`config.mk`:
```
export PLATFORM = sky130hd
export DESIGN_NAME = score_bcd_flat
export DESIGN_NICKNAME = d
export VERILOG_FILES = /design/src/rtl/score_bcd_pkg.sv /design/src/rtl/score_bcd_if.sv /design/src/rtl/score_bcd_add3.sv /design/src/rtl/score_bcd.sv /design/src/flat_wrapper.sv
export SDC_FILE = /design/constraint.sdc
export NUM_CORES = 1
export LEC_CHECK = 0
export ABC_AREA = 1
export BUFFER_PORTS_ARGS = -buffer_cell sky130_fd_sc_hd__buf_2
export CORE_MARGIN = 5
export CORE_UTILIZATION = 40
export CTS_CLUSTER_SIZE = 16
export DETAILED_ROUTE_END_ITERATION = 8
export HOLD_SLACK_MARGIN = 0.02
export SYNTH_ARGS = -nofsm -noshare
export SYNTH_HDL_FRONTEND = slang
export SYNTH_SLANG_ARGS = --single-unit
```
`constraint.sdc`:
```
create_clock -name clk -period 3.25 [get_ports clk]
set_input_delay 0.4875 -clock clk [delete_from_list [all_inputs] [get_ports clk]]
set_output_delay 0.4875 -clock clk [all_outputs]
set_load 0.02 [all_outputs]
```
`src/rtl/score_bcd_pkg.sv`:
```
// Shared package for score_bcd: nibble sizing, FSM encoding and constant helpers.
package score_pkg;
   localparam int DIGITS_DEF = 4;
   localparam int NIB_W      = 4;

   typedef enum logic [1:0] {IDLE, SHIFT, PUBLISH} state_e;

   // Smallest r with 2**r >= x.
   function automatic int logb2(input int x);
      int r;
      r = 0;
      for (int i = 0; i < 31; i++)
         if ((1 << i) < x) r = i + 1;
      return r;
   endfunction

   function automatic int max_disp(input int d);
      int m;
      m = 1;
      for (int i = 0; i < d; i++) m = m * 10;
      return m - 1;
   endfunction
endpackage

```
`src/rtl/score_bcd_if.sv`:
```
// Score/digits bundle between game logic (master) and the BCD converter (slave).
interface score_bcd_if #(
   parameter int SCORE_BITS = 10,
   parameter int DIGITS     = 4
);
   logic [SCORE_BITS-1:0] score;
   logic [4*DIGITS-1:0]   digits;
   logic                  valid;
   logic                  busy;
   logic                  overflow;
   logic [DIGITS-1:0]     blank;

   modport master (output score, input digits, valid, busy, overflow, blank);
   modport slave  (input score, output digits, valid, busy, overflow, blank);
endinterface

```
`src/rtl/score_bcd_add3.sv`:
```
// Double-dabble nibble correction: values of 5 or more get 3 added before the shift.
module bcd_add3 (
   input  logic [3:0] in,
   output logic [3:0] out
);
   assign out = (in >= 4'd5) ? in + 4'd3 : in;
endmodule

```
`src/rtl/score_bcd.sv`:
```
// Multi-cycle binary-to-BCD score converter with tear-free registered digits.
// Optional leading-zero blanking is built only when SCORE_BCD_BLANK_EN is defined.
module score_bcd
   import score_pkg::*;
#(
   parameter int H      = 32,
   parameter int V      = 32,
   parameter int DIGITS = DIGITS_DEF
) (
   input logic        clk,
   input logic        rst_n,
   score_bcd_if.slave bus
);
   localparam int SCORE_BITS = logb2(H * V);
   localparam int ACC_W      = NIB_W * (DIGITS + 1);
   localparam int CNT_W      = logb2(SCORE_BITS + 1);
   localparam logic [31:0] MAX_DISP = 32'(max_disp(DIGITS));

   state_e                  state_q, state_d;
   logic [CNT_W-1:0]        cnt_q, cnt_d;
   logic [SCORE_BITS-1:0]   bin_q, bin_d;
   logic [SCORE_BITS-1:0]   last_q, last_d;
   logic [ACC_W-1:0]        bcd_q, bcd_d;
   logic                    force_q, force_d;
   logic                    ovf_q, ovf_d;
   logic [NIB_W*DIGITS-1:0] digits_q, digits_d;
   logic                    valid_q, valid_d;
   logic                    busy_q, busy_d;
   logic                    overflow_q, overflow_d;
   logic [ACC_W-1:0]        bcd_adj;
   logic [ACC_W+SCORE_BITS-1:0] shifted;

   for (genvar g = 0; g < DIGITS + 1; g++) begin : g_add3
      bcd_add3 u_add3 (.in(bcd_q[g*NIB_W +: NIB_W]), .out(bcd_adj[g*NIB_W +: NIB_W]));
   end

   assign shifted = {bcd_adj, bin_q} << 1;

`ifdef SCORE_BCD_BLANK_EN
   logic [DIGITS-1:0] blank_q, blank_d, blank_pub;
   logic              zero_run;

   // Walk down from the top digit; bit 0 is never blanked so zero still shows.
   always_comb begin
      blank_pub = '0;
      zero_run  = ~ovf_q;
      for (int i = DIGITS - 1; i >= 1; i--) begin
         zero_run     = zero_run & (bcd_q[NIB_W*i +: NIB_W] == '0);
         blank_pub[i] = zero_run;
      end
   end

   assign bus.blank = blank_q;
`else
   assign bus.blank = '0;
`endif

   always_comb begin
      state_d    = state_q;
      cnt_d      = cnt_q;
      bin_d      = bin_q;
      last_d     = last_q;
      bcd_d      = bcd_q;
      force_d    = force_q;
      ovf_d      = ovf_q;
      digits_d   = digits_q;
      valid_d    = valid_q;
      busy_d     = busy_q;
      overflow_d = overflow_q;
`ifdef SCORE_BCD_BLANK_EN
      blank_d    = blank_q;
`endif
      case (state_q)
         IDLE: begin
            if (force_q || (bus.score != last_q)) begin
               bin_d   = bus.score;
               last_d  = bus.score;
               bcd_d   = '0;
               ovf_d   = (32'(bus.score) > MAX_DISP);
               cnt_d   = CNT_W'(SCORE_BITS);
               busy_d  = 1'b1;
               state_d = SHIFT;
            end
         end
         SHIFT: begin
            // The cycle that finds the counter at zero is a settle cycle before publishing.
            if (cnt_q != '0) begin
               bcd_d = shifted[ACC_W+SCORE_BITS-1:SCORE_BITS];
               bin_d = shifted[SCORE_BITS-1:0];
               cnt_d = cnt_q - 1'b1;
            end else begin
               state_d = PUBLISH;
            end
         end
         PUBLISH: begin
            digits_d   = ovf_q ? {DIGITS{4'h9}} : bcd_q[NIB_W*DIGITS-1:0];
            overflow_d = ovf_q;
            valid_d    = 1'b1;
            busy_d     = 1'b0;
            force_d    = 1'b0;
`ifdef SCORE_BCD_BLANK_EN
            blank_d    = blank_pub;
`endif
            state_d    = IDLE;
         end
         default: state_d = IDLE;
      endcase
   end

   always_ff @(posedge clk) begin
      if (!rst_n) begin
         state_q    <= IDLE;
         cnt_q      <= '0;
         bin_q      <= '0;
         last_q     <= '0;
         bcd_q      <= '0;
         force_q    <= 1'b1;
         ovf_q      <= 1'b0;
         digits_q   <= '0;
         valid_q    <= 1'b0;
         busy_q     <= 1'b0;
         overflow_q <= 1'b0;
`ifdef SCORE_BCD_BLANK_EN
         blank_q    <= '0;
`endif
      end else begin
         state_q    <= state_d;
         cnt_q      <= cnt_d;
         bin_q      <= bin_d;
         last_q     <= last_d;
         bcd_q      <= bcd_d;
         force_q    <= force_d;
         ovf_q      <= ovf_d;
         digits_q   <= digits_d;
         valid_q    <= valid_d;
         busy_q     <= busy_d;
         overflow_q <= overflow_d;
`ifdef SCORE_BCD_BLANK_EN
         blank_q    <= blank_d;
`endif
      end
   end

   assign bus.digits   = digits_q;
   assign bus.valid    = valid_q;
   assign bus.busy     = busy_q;
   assign bus.overflow = overflow_q;
endmodule

```
`src/flat_wrapper.sv`:
```
// flat-port wrapper written by rule: the top's interface ports become plain ports
module score_bcd_flat import score_pkg::*;
#(
   parameter int H      = 32,
   parameter int V      = 32,
   parameter int DIGITS = DIGITS_DEF
)
  (clk, rst_n, bus_score, bus_digits, bus_valid, bus_busy, bus_overflow, bus_blank);
  score_bcd_if #(.SCORE_BITS(10), .DIGITS(DIGITS)) bus_i ();
  input logic clk;
  input logic rst_n;
  input wire logic [$bits(bus_i.score)-1:0] bus_score;
  output wire logic [$bits(bus_i.digits)-1:0] bus_digits;
  output wire logic [$bits(bus_i.valid)-1:0] bus_valid;
  output wire logic [$bits(bus_i.busy)-1:0] bus_busy;
  output wire logic [$bits(bus_i.overflow)-1:0] bus_overflow;
  output wire logic [$bits(bus_i.blank)-1:0] bus_blank;
  assign bus_i.score = bus_score;
  assign bus_digits = bus_i.digits;
  assign bus_valid = bus_i.valid;
  assign bus_busy = bus_i.busy;
  assign bus_overflow = bus_i.overflow;
  assign bus_blank = bus_i.blank;
  score_bcd #(.H(H), .V(V), .DIGITS(DIGITS)) u_core (.clk(clk), .rst_n(rst_n), .bus(bus_i));
endmodule
```
==> flow_results.org <==
** Worst setup path
- STA classifies the critical path startpoint as a flip-flop.
- Startpoint of the worst-slack reg-to-reg timing path :: u_core.last_q[2]
- Critical setup path kind :: flip-flop to flip-flop
- Worst path required time :: 3.48 ns
- Data on the critical path arrives at its endpoint at 2.03 ns.
- Cell with the largest stage delay on the worst path :: sky130_fd_sc_hd__dfxtp_1
- The kind of cell with the highest combined delay along the critical path is simple AND/OR/NAND/NOR gates.
- Worst Path Max Fanout :: 28
- The number of buffers and inverters on the critical path is 1.
- Cells traversed along the worst timing path :: inv_1 > nand2_1 > nand3_1 > nor2_2 > nand3_2 > nand2_4 > nand2_4 > nand3_1 > nand2_1
- For this run, the slowest stage of the critical path takes 0.35 ns.
- STA classifies the critical path endpoint as a flip-flop.
- The worst register-to-register path ends at u_core.bcd_q[1].
- The number of cells on the worst reg-to-reg path is 9.
- Setup slack on the worst reg-to-reg path comes out at 1.45 ns.

** Routing
- Final antenna-violating net count :: 0
- Number of optimization iterations in the first detailed-route pass :: 4
- After detailed routing, the average wire length per cell comes to 11.54 um.
- Vias per cell :: 4.805
- Detailed Route WL :: 6.461 mm
- Violation count after the first detailed-route iteration :: 108
- Vias post-DR :: 2691
- DRC viols :: 0

** Synth
- Syn Area/Cell :: 7.104 sq um
- Of the synthesized area, sequential elements account for 0.3961.
- In this run the cell area of the synthesized design comes to 3083 sq um.
- Synthesis warning total :: 0
- The synthesized netlist contains 26 unique library cells.
- Yosys mapped a number of flops with a built-in enable equal to 0.
- Number of instances in the synthesized netlist :: 434
- In the synthesized netlist the dominant register cell turns out to be sky130_fd_sc_hd__dfxtp_1.
- Fraction of registers with async set/reset :: 0
- Register bit count reported by yosys :: 61

** Clocking
- Number of post-CTS setup repair buffers :: 0
- Gates resized, CTS repair :: 0
- TritonCTS built the clock tree.
- Clock root buffer master :: sky130_fd_sc_hd__clkbuf_8
- The H-tree generated during clock tree synthesis spans 3 levels.
- In this run, post-CTS hold repair placed 0 buffers.
- No sink is reached through more buffers than the 2 on the longest clock path.
- Clock slew at the register clock pins of the worst setup and hold paths :: 0.07 ns
- Clk_lat worst skew :: 0.34 ns
- Number of buffers created by CTS :: 9
- Number of clock sinks :: 61

** Power and ir drop
- IR analysis of the VDD net gives a maximum drop of 0.0005190 V.
- Leakage dissipation :: 1.586 nW
- Power spread over the standard cell area amounts to 728.6 nW/um^2.

** Floorplan
- Die X-Extent :: 97.79 um
- Area of the core region :: 7607 sq um
- Row count :: 32
- During I/O placement, the number of pins put on the boundary was 35.
- Initial Util :: 0.4053
- The die is 97.79 um tall.
- The die covers 9563 sq um.

** Placement
- The wire-length estimate of the detail-placed layout is 4.313 mm.
- Area post-placement :: 3242 sq um
- The count of buffers added on input and output ports is 29.
- Placer congestion estimate :: 0.7740

** GRT
- For this run the aggregate overflow at the end of global routing stands at 0.
- Pin count of the biggest net entering global routing :: 45
- The first global-routing pass estimated 11.45 mm of wire.
- Number of antenna violations at the first check in global routing :: 0
- Global routing usage summed across all routing layers :: 0.1443
- The via count of the first global-routing pass is 2526.

** Timing
- Total negative slack :: 0 ns
- Setup repair after global routing left no endpoint under its margin.
- The clock arrives with 0.01170 ns of skew.
- The smallest clock period supported by the final layout is computed as 1.798 ns.
- At the pin with the least slew margin, the transition time is 0.7007 ns.
- Headroom to the max-slew limit came out at 0.5324.
- Setup violations remaining at the end of the flow were counted as 0.
- The number of hold-slack violations in the final timing report came to 0.
- For this run, the top clock speed supported by timing is 0.5563 GHz.
- Dividing the final minimum period by the clock period gives 0.5531.
- Number of slew-limit violations in the final report :: 0

** Layout
- Of the cells placed in the final design, the portion with a size suffix greater than 1 is 0.1507.
- The number of antenna diodes in the final layout is 0.
- Compared with the post-synthesis result, the final layout area differs by 12.70%.
- Registers take 1221 sq um.
- Area used by multi-input combinational logic :: 1534 sq um
- Fill cells in the final layout number 794.
- Final design area excluding fillers :: 3475 sq um
- Once layout is complete, the utilization of the core stands at 0.4567.
- The final layout contains 476 nets.

** Min path
- Instance count along the most critical hold path :: 3
- Path class of the lowest-slack min-delay path :: input port to flip-flop
- Start point of the worst hold path :: bus_score[4]
- For hold timing, the worst endpoint is u_core.last_q[4].

** Run status
- The run finished with clean final reports.

** Job
- Max cap viols :: 0
registers in the layout, summed over array words and instances (netlist names):
signal,flops
u_core.bcd_q,16
u_core.bus.digits,16
u_core.bin_q,10
u_core.last_q,10
u_core.cnt_q,4
u_core.state_q,2
u_core.bus.busy,1
u_core.bus.valid,1
u_core.force_q,1
synthesized netlist by cell type, types with 2 or more instances:
| library cell | count | area share |
|---|---|---|
| sky130_fd_sc_hd__nand2_1 | 93 | 0.11 |
| sky130_fd_sc_hd__nand3_1 | 63 | 0.10 |
| sky130_fd_sc_hd__dfxtp_1 | 61 | 0.40 |
| sky130_fd_sc_hd__inv_1 | 45 | 0.055 |
| sky130_fd_sc_hd__o21ai_0 | 35 | 0.057 |
| sky130_fd_sc_hd__a21oi_1 | 31 | 0.050 |
| sky130_fd_sc_hd__nor2_1 | 28 | 0.034 |
| sky130_fd_sc_hd__clkbuf_1 | 11 | 0.013 |
| sky130_fd_sc_hd__nand3_2 | 11 | 0.036 |
| sky130_fd_sc_hd__ha_1 | 10 | 0.041 |
| sky130_fd_sc_hd__buf_4 | 9 | 0.022 |
| sky130_fd_sc_hd__nor3_1 | 5 | 0.0081 |
| sky130_fd_sc_hd__a211oi_1 | 4 | 0.0097 |
| sky130_fd_sc_hd__buf_2 | 4 | 0.0065 |
| sky130_fd_sc_hd__inv_2 | 4 | 0.0049 |
| sky130_fd_sc_hd__xor2_1 | 4 | 0.011 |
| sky130_fd_sc_hd__nand4_1 | 3 | 0.0061 |
| sky130_fd_sc_hd__buf_1 | 2 | 0.0024 |
| sky130_fd_sc_hd__buf_6 | 2 | 0.0073 |
| sky130_fd_sc_hd__nand2_4 | 2 | 0.0073 |
| sky130_fd_sc_hd__nor2_2 | 2 | 0.0041 |
where the power goes:
| group | switching [W] | internal [W] | leakage (nW) | total (W) |
|---|---|---|---|---|
| Clock | 0.000282 | 0.000490 | 0.115 | 0.000772 |
| Sequential | 0.0000821 | 0.000883 | 0.498 | 0.000965 |
| Combinational | 0.000553 | 0.000240 | 0.973 | 0.000794 |
how the worst max path moves through the flow:
stage / to / slack [ns] / startpoint / depth (start not counted)
final: u_core.bcd_q[1] / 1.45 / u_core.last_q[2] / 9
after global routing: u_core.bcd_q[8] / 1.21 / u_core.last_q[7] / 11
after CTS: u_core.bcd_q[3] / 1.41 / u_core.last_q[2] / 9
after detailed placement: u_core.bin_q[5] / 1.17 / bus_score[8] / 11
after global placement: u_core.bcd_q[7] / 1.20 / bus_score[0] / 10
after floorplan: u_core.bcd_q[10] / 1.80 / bus_score[4] / 11
final cells by class:
cell class              count  share of cell area
clock buffers              12             0.04753
clock inverters             3             0.01945
inverters                  49             0.05293
multi-input cells         300              0.4415
flip-flops and latches     61              0.3515
well taps                 102             0.03673
repair buffers             33             0.05041
placed cells by master, fill, tap and decap left out, types with 3 or more instances in the layout:
cell,instances
sky130_fd_sc_hd__inv_2,4
sky130_fd_sc_hd__clkbuf_8,12
sky130_fd_sc_hd__nand2_1,93
sky130_fd_sc_hd__dfxtp_1,61
sky130_fd_sc_hd__buf_2,29
sky130_fd_sc_hd__xor2_1,4
sky130_fd_sc_hd__a211oi_1,4
sky130_fd_sc_hd__conb_1,5
sky130_fd_sc_hd__nor2_1,28
sky130_fd_sc_hd__nor3_1,5
sky130_fd_sc_hd__nand3_2,11
sky130_fd_sc_hd__nand3_1,63
sky130_fd_sc_hd__inv_1,45
sky130_fd_sc_hd__o21ai_0,35
sky130_fd_sc_hd__nand4_1,3
sky130_fd_sc_hd__buf_4,4
sky130_fd_sc_hd__ha_1,10
sky130_fd_sc_hd__a21oi_1,31
metal layers:
layer	global-route usage	routed length (um)	vias to the layer above
li1	-	-	1434
met1	0.1845	3242	1211
met2	0.2319	2851	41
met3	0.05143	313	5
met4	0.03834	54	0
met5	0	0	-
kinds of logic (layout without fill, tap and decap cells):
logic type,after synthesis,count (layout),synth area share
and+or+nand+nor,208,208,0.3145
buffers and inverters,77,97,0.1112
AOI/OAI and AO/OA,72,72,0.1222
DFF,61,61,0.3961
adders and majority gates,10,10,0.04058
xor gates and xnor gates,5,5,0.01420
other,1,5,0.001216
tightest hold or removal path: cells and delay by family:
family / cells / cell delay (ns)
AOI/OAI and AO/OA: 1 / 0.06
buffers and inverters: 1 / 0.11
and+or+nand+nor: 1 / 0.07
metrics by stage:
step	total power [W]	cells	worst slack [ns]	hold slack (ns)
after global placement	0.001778	545	1.202	0.4559
after floorplan	0.001636	438	1.796	0.4387
after global routing	0.002736	560	1.206	0.4283
after CTS	0.002570	560	1.413	0.4267
final	0.002531	560	1.452	0.4411
after detailed placement	0.001786	545	1.169	0.4609
Power figures use the tool's default switching activity.
